`src/rtl/qc_circular_shifter_z.sv`:
```
// ---------------------------------------------------------------------------
// qc_circular_shifter_z
//
// Pipelined Z-wrapped cyclic shifter for the QC-LDPC datapath. It rotates
// the low z_size bits of a MAXZ-bit word by shift_val, either right (dir=0)
// or left (dir=1). Output bits at or above z_size are zero. Input bits at or
// above z_size are ignored.
//
// Pipeline: one input register, then $clog2(MAXZ) barrel levels with a
// register after every PIPE_STAGES_PER_CYCLE levels. Each stage carries its
// own valid bit. All stages advance together when the output is empty or
// being taken. Bubbles are not collapsed.
//
// Ports:
//   CLK        clock, rising edge
//   rst_n      asynchronous active-low reset
//   in_valid   input word valid
//   in_ready   block accepts input this cycle (combinational)
//   in_data    input word, bits [z_size-1:0] significant
//   z_size     active lifting size, legal 1..MAXZ
//   shift_val  rotation amount, legal 0..z_size-1
//   dir        0 = rotate right, 1 = rotate left
//   out_valid  output word valid
//   out_ready  downstream accepts output
//   out_data   rotated word
//   err        (QCS_RANGE_CHECK_EN only) word had an illegal z_size/shift_val
//
// Optional feature macro: QCS_RANGE_CHECK_EN. When defined, illegal words
// are flagged on err and passed through masked but unrotated.
// ---------------------------------------------------------------------------
`timescale 1ns/1ps

module qc_circular_shifter_z #(
    parameter int MAXZ                  = 8,
    parameter int PIPE_STAGES_PER_CYCLE = 2,
    parameter int ZW                    = $clog2(MAXZ + 1),
    parameter int SW                    = $clog2(MAXZ)
) (
    input  logic            CLK,
    input  logic            rst_n,
    input  logic            in_valid,
    output logic            in_ready,
    input  logic [MAXZ-1:0] in_data,
    input  logic [ZW-1:0]   z_size,
    input  logic [SW-1:0]   shift_val,
    input  logic            dir,
    output logic            out_valid,
    input  logic            out_ready,
    output logic [MAXZ-1:0] out_data
`ifdef QCS_RANGE_CHECK_EN
    ,
    output logic            err
`endif
);

    localparam int NSTG = SW;
    localparam int NREG = (NSTG + PIPE_STAGES_PER_CYCLE - 1) / PIPE_STAGES_PER_CYCLE;

    // Bits [z-1:0] set; all ones once z reaches MAXZ.
    function automatic logic [MAXZ-1:0] zmask(input logic [ZW-1:0] z);
        logic [MAXZ-1:0] m;
        m = '0;
        for (int i = 0; i < MAXZ; i++) begin
            m[i] = (ZW'(i) < z);
        end
        return m;
    endfunction

    // Rotate right by 2**k within the low z bits. The plain right shift
    // covers bits that do not wrap; the left shift by z-2**k moves the low
    // bits that fall off the bottom up to the top of the z-bit window.
    // Relies on bits >= z of d already being zero.
    function automatic logic [MAXZ-1:0] zrot(input logic [MAXZ-1:0] d,
                                             input logic [ZW-1:0]   z,
                                             input int              k);
        logic [MAXZ-1:0] wrap;
        int              amt;
        int              wamt;
        amt  = 1 << k;
        wamt = int'(z) - amt;
        wrap = (wamt >= 0 && wamt < MAXZ) ? (d << wamt) : '0;
        return ((d >> amt) | wrap) & zmask(z);
    endfunction

    logic            st_valid [0:NREG];
    logic [MAXZ-1:0] st_data  [0:NREG];
    logic [ZW-1:0]   st_z     [0:NREG-1];
    logic [SW-1:0]   st_s     [0:NREG-1];
    logic [MAXZ-1:0] rot_d    [1:NREG];

    logic            advance;
    logic [SW-1:0]   s_right;
    logic [SW-1:0]   s_eff;

    assign advance   = !out_valid || out_ready;
    assign in_ready  = advance;
    assign out_valid = st_valid[NREG];
    assign out_data  = st_data[NREG];

    // Left rotation by s equals right rotation by z-s; s=0 must stay 0.
    always_comb begin
        s_right = shift_val;
        if (dir && (shift_val != '0)) begin
            s_right = SW'(z_size - ZW'(shift_val));
        end
    end

`ifdef QCS_RANGE_CHECK_EN
    logic range_err;
    logic st_err [0:NREG];

    assign range_err = (z_size == '0) || (z_size > ZW'(MAXZ)) ||
                       (ZW'(shift_val) >= z_size);
    // A zero rotation turns every barrel level into a pass-through, leaving
    // the masked input on the output.
    assign s_eff = range_err ? '0 : s_right;
    assign err   = st_err[NREG];
`else
    assign s_eff = s_right;
`endif

    // Barrel levels between register stages: stage r applies levels
    // (r-1)*P .. r*P-1, each gated by its bit of the remaining shift.
    always_comb begin
        for (int r = 1; r <= NREG; r++) begin
            rot_d[r] = st_data[r-1];
            for (int l = 0; l < PIPE_STAGES_PER_CYCLE; l++) begin
                if ((r - 1) * PIPE_STAGES_PER_CYCLE + l < NSTG) begin
                    if ((st_s[r-1] & (SW'(1) << ((r - 1) * PIPE_STAGES_PER_CYCLE + l))) != '0) begin
                        rot_d[r] = zrot(rot_d[r], st_z[r-1],
                                        (r - 1) * PIPE_STAGES_PER_CYCLE + l);
                    end
                end
            end
        end
    end

    always_ff @(posedge CLK or negedge rst_n) begin
        if (!rst_n) begin
            for (int r = 0; r <= NREG; r++) begin
                st_valid[r] <= 1'b0;
                st_data[r]  <= '0;
            end
            for (int r = 0; r < NREG; r++) begin
                st_z[r] <= '0;
                st_s[r] <= '0;
            end
        end else if (advance) begin
            st_valid[0] <= in_valid;
            st_data[0]  <= in_data & zmask(z_size);
            st_z[0]     <= z_size;
            st_s[0]     <= s_eff;
            for (int r = 1; r <= NREG; r++) begin
                st_valid[r] <= st_valid[r-1];
                st_data[r]  <= rot_d[r];
            end
            for (int r = 1; r < NREG; r++) begin
                st_z[r] <= st_z[r-1];
                st_s[r] <= st_s[r-1];
            end
        end
    end

`ifdef QCS_RANGE_CHECK_EN
    always_ff @(posedge CLK or negedge rst_n) begin
        if (!rst_n) begin
            for (int r = 0; r <= NREG; r++) begin
                st_err[r] <= 1'b0;
            end
        end else if (advance) begin
            st_err[0] <= range_err;
            for (int r = 1; r <= NREG; r++) begin
                st_err[r] <= st_err[r-1];
            end
        end
    end
`endif

endmodule

```
`config.mk`:
```
export PLATFORM = sky130hd
export DESIGN_NAME = qc_circular_shifter_z
export DESIGN_NICKNAME = d
export VERILOG_FILES = /design/src/rtl/qc_circular_shifter_z.sv
export SDC_FILE = /design/constraint.sdc
export NUM_CORES = 1
export LEC_CHECK = 0
export CAP_MARGIN = 20
export CORE_MARGIN = 8
export CORE_UTILIZATION = 55
export CTS_CLUSTER_DIAMETER = 40
export DETAILED_ROUTE_END_ITERATION = 8
export PLACE_DENSITY_LB_ADDON = 0.05
export SYNTH_ARGS = -nofsm -noshare
export SYNTH_HDL_FRONTEND = slang
export SYNTH_SLANG_ARGS = --single-unit
```
`constraint.sdc`:
```
create_clock -name CLK -period 3.9 [get_ports CLK]
set_input_delay 0.78 -clock CLK [delete_from_list [all_inputs] [get_ports CLK]]
set_output_delay 0.78 -clock CLK [all_outputs]
set_load 0.03 [all_outputs]
```
==> run metrics <==
outcome finished clean; site row count 28; Clock Sink Count 39; Seq/Total Area, Yosys a little under a third; main flop type after synthesis sky130_fd_sc_hd__dfrtp_1; part of the total power dissipated in the clock network 11.0%; cell type of the slowest stage on the worst timing path sky130_fd_sc_hd__ha_1; areal power density over the cells ~690 mW/mm^2; adder-cell share of the synthesized area a little under 5%; TritonCTS clock tree yes; DRC violations left 0; input/output buffers 29; flip-flop and latch count after synthesis 39; Net Sw Power around 1.2 mW; overall routing resource usage approximately a fifth; leading cell types in the layout, fill and taps excluded sky130_fd_sc_hd__nand2_1, sky130_fd_sc_hd__dfrtp_1, sky130_fd_sc_hd__o21ai_0, sky130_fd_sc_hd__nor2_1, sky130_fd_sc_hd__clkdlybuf4s50_1; DR pass1 iterations 5; Post-Synth XOR/XNOR Area between 2 and 2.5%; number of antenna violations at the first check in global routing 0; time the worst path needs with I/O delays and setup 2910 ps; number of gates given a new drive strength after cts 0; clock transition at the registers of the reported paths approximately 80 ps; post-synthesis simple-gate area fraction between 10% and 20%; Die Span X 92.7 um; design internal power approximately 1.3 mW; TritonCTS Buffers 5; estimated wirelength of the detail-placed design about 6.4 mm; type of the worst setup path reg2reg; height of the die just over 90 um; remaining antenna violation count 0; Avg Vias per Cell between 6 and 7; mean instance size in the synthesized netlist between 8 and 9 um^2; Post-synth EDFFs 0; count of yosys warnings during synthesis 0; launching element type of the critical path register; Worst Hold Slack ~470 ps; placeable core area just under 0.006 mm^2; worst clock skew on the final layout around 6.3 ps; placed cell count about 460; GRT busiest layer met2; cell count after synthesis ~390; average wire length per cell after detail routing 18.5 um; Tightest Hold Check Type reg2reg; number of placed I/O pins 30; slew at the pin closest to its max-slew limit 875 ps; setup bufs post-CTS 0; Antenna diodes 0; CTS root buffer sky130_fd_sc_hd__clkbuf_8; share of flip-flops with an asynchronous set or reset after synthesis 100%; global-route wire length before repair around 15 mm; combinational family with the most area after synthesis compound AO/OA/AOI/OAI gates; Worst path top cell family by delay multiplexers; Via Count ~3000; final cycle utilization of the critical path roughly three quarters; post-detailed-routing wire length 8.71 mm; routing usage on met2 approximately a third; net switching share of the total power between 40 and 50%; Post-Synthesis Net Count between 400 and 500; buffers plus inverters on the worst setup path 1; 1st-iter DRT viols between 200 and 250; worst-skew pair later-pin latency roughly 290 ps; share of final-layout standard cells stronger than drive strength 1 between 10% and 20%; Hold Violations, Final 0; largest fanout on the critical path 17; TNS Setup 0 ps; f_max approximately 340 MHz; Critical Path End Type register; Initial Util 55.7%; grt total ovfl 0; fraction of the mapped netlist area in compound gates around 28%; last weighted congestion value of the routability-driven placer between 0.9 and 1; multiplexer fraction of the synthesized cell area approximately 8.2%; count of non-filler cells in the finished layout ~470; cts hold-fix bufs 0; max-cap viol count 0; number of filler instances in the final layout 535; portion of total power attributed to combinational logic between 50 and 60%; signed area change from the synthesized netlist to the final layout 10.3%; final setup fails 0; total die area between 0.008 and 0.009 mm^2; most frequent standard cell in the layout excluding fill and tap cells sky130_fd_sc_hd__nand2_1; sequential fraction of design power just over 30%; total count of max-transition violations in the final report 0; Cell variety after synth 75; critical path data required time between 4000 and 5000 ps; Critical Path, Cell by Cell inv_2 -> ha_1 -> mux2_2 -> mux4_2 -> a31oi_4 -> nor2_2 -> a311o_1 -> o21ai_1 -> a31oi_1; met3 Use GR ~3.2%; met1 Use GR 27.8%; VDD IR max approximately 0.00033 V; NumNets Final approximately 430; static leakage 1.48 nW; via count of the first global-routing pass 2825; clk buf depth 2; maximum number of pins on one net before global-route repair 45; RSZ-0062 raised after global routing false; CTS HTree Levels 2; slew margin rel. 41.7%; Worst path max stage delay around 510 ps; data arrival time of the critical path just over 3000 ps; mapped cell area between 0.003 and 0.004 mm^2
## Yosys cell counts, types with 9 or more instances
cell type                  count  area (um^2)
sky130_fd_sc_hd__nand2_1      54          203
sky130_fd_sc_hd__buf_4         9         67.6
sky130_fd_sc_hd__clkbuf_1     17         63.8
sky130_fd_sc_hd__mux2i_1      10          100
sky130_fd_sc_hd__ha_1         11          138
sky130_fd_sc_hd__a31oi_1      11         68.8
sky130_fd_sc_hd__nor3_1        9         45.0
sky130_fd_sc_hd__nand3_1      10         50.1
sky130_fd_sc_hd__nor2_1       28          105
sky130_fd_sc_hd__o21ai_0      32          160
sky130_fd_sc_hd__dfrtp_1      39          976
sky130_fd_sc_hd__a21oi_1      21          105
sky130_fd_sc_hd__inv_1        16         60.1
## power groups by stage
stage	logic, mW	clock network [mW]	registers [mW]
after floorplan	1.19	0	0.652
after global placement	1.39	0	0.760
after detailed placement	1.41	0	0.767
after CTS	1.42	0.281	0.760
after global routing	1.57	0.296	0.789
final	1.43	0.271	0.763
## final cells by class
cell class | count | area, um^2 | share of cell area (%)
repair buffers | 34 | 323 | 9.04
multi-input cells | 295 | 2020 | 56.5
flip-flops and latches | 39 | 976 | 27.3
inverters | 20 | 75.1 | 2.10
well taps | 75 | 93.8 | 2.63
clock buffers | 6 | 72.6 | 2.03
clock inverters | 2 | 12.5 | 0.350
## worst register-to-register path: stages (launching register included)
cell and delay, ps:
sky130_fd_sc_hd__dfrtp_1 390, sky130_fd_sc_hd__inv_2 260, sky130_fd_sc_hd__ha_1 520, sky130_fd_sc_hd__mux2_2 410, sky130_fd_sc_hd__mux4_2 500, sky130_fd_sc_hd__a31oi_4 250, sky130_fd_sc_hd__nor2_2 60, sky130_fd_sc_hd__a311o_1 270
sky130_fd_sc_hd__o21ai_1 80, sky130_fd_sc_hd__a31oi_1 50
## flip-flops by register name, summed over array words and instances (netlist names)
signal	count
out_data	8
out_valid	1
st_data	16
st_s	4
st_valid	2
st_z	8
## stage by stage
stage	util (%)	power, mW	area (um^2)	setup slack [ps]
finish	61.4	2.47	3570	986
global route	61.4	2.65	3570	795
CTS	61.4	2.46	3570	991
detailed placement	60.0	2.18	3490	1000
global placement	60.0	2.15	3490	1080
floorplan	-	1.84	3240	1010
## logic make-up (layout without fill, tap and decap cells)
| kind of cell | Yosys count | after routing |
|---|---|---|
| buffers and inverters | 53 | 62 |
| and+or+nand+nor | 129 | 129 |
| xor gates and xnor gates | 6 | 6 |
| adders and majority gates | 12 | 12 |
| DFF | 39 | 39 |
| AOI/OAI and AO/OA | 127 | 127 |
| muxes | 21 | 21 |
## routing by layer
| metal | wire [um] | up-vias |
|---|---|---|
| met5 | 0 | - |
| met4 | 122 | 0 |
| met3 | 509 | 13 |
| met2 | 4120 | 112 |
| met1 | 3960 | 1410 |
| li1 | - | 1425 |
## path summary, 6_finish.rpt
kind                                     to        start  slack, ps  cells after the start
min in group asynchronous        st_data[9]        rst_n        590                      1
max in group asynchronous       st_data[18]        rst_n       2750                      1
worst min register to register  st_valid[1]  st_valid[1]        470                      2
worst max-delay path            st_data[15]      st_z[4]        990                      9
worst max register to register  st_data[15]      st_z[4]        990                      9
worst min-delay path            st_valid[1]  st_valid[1]        470                      2
(Power assumes the default switching activity.)
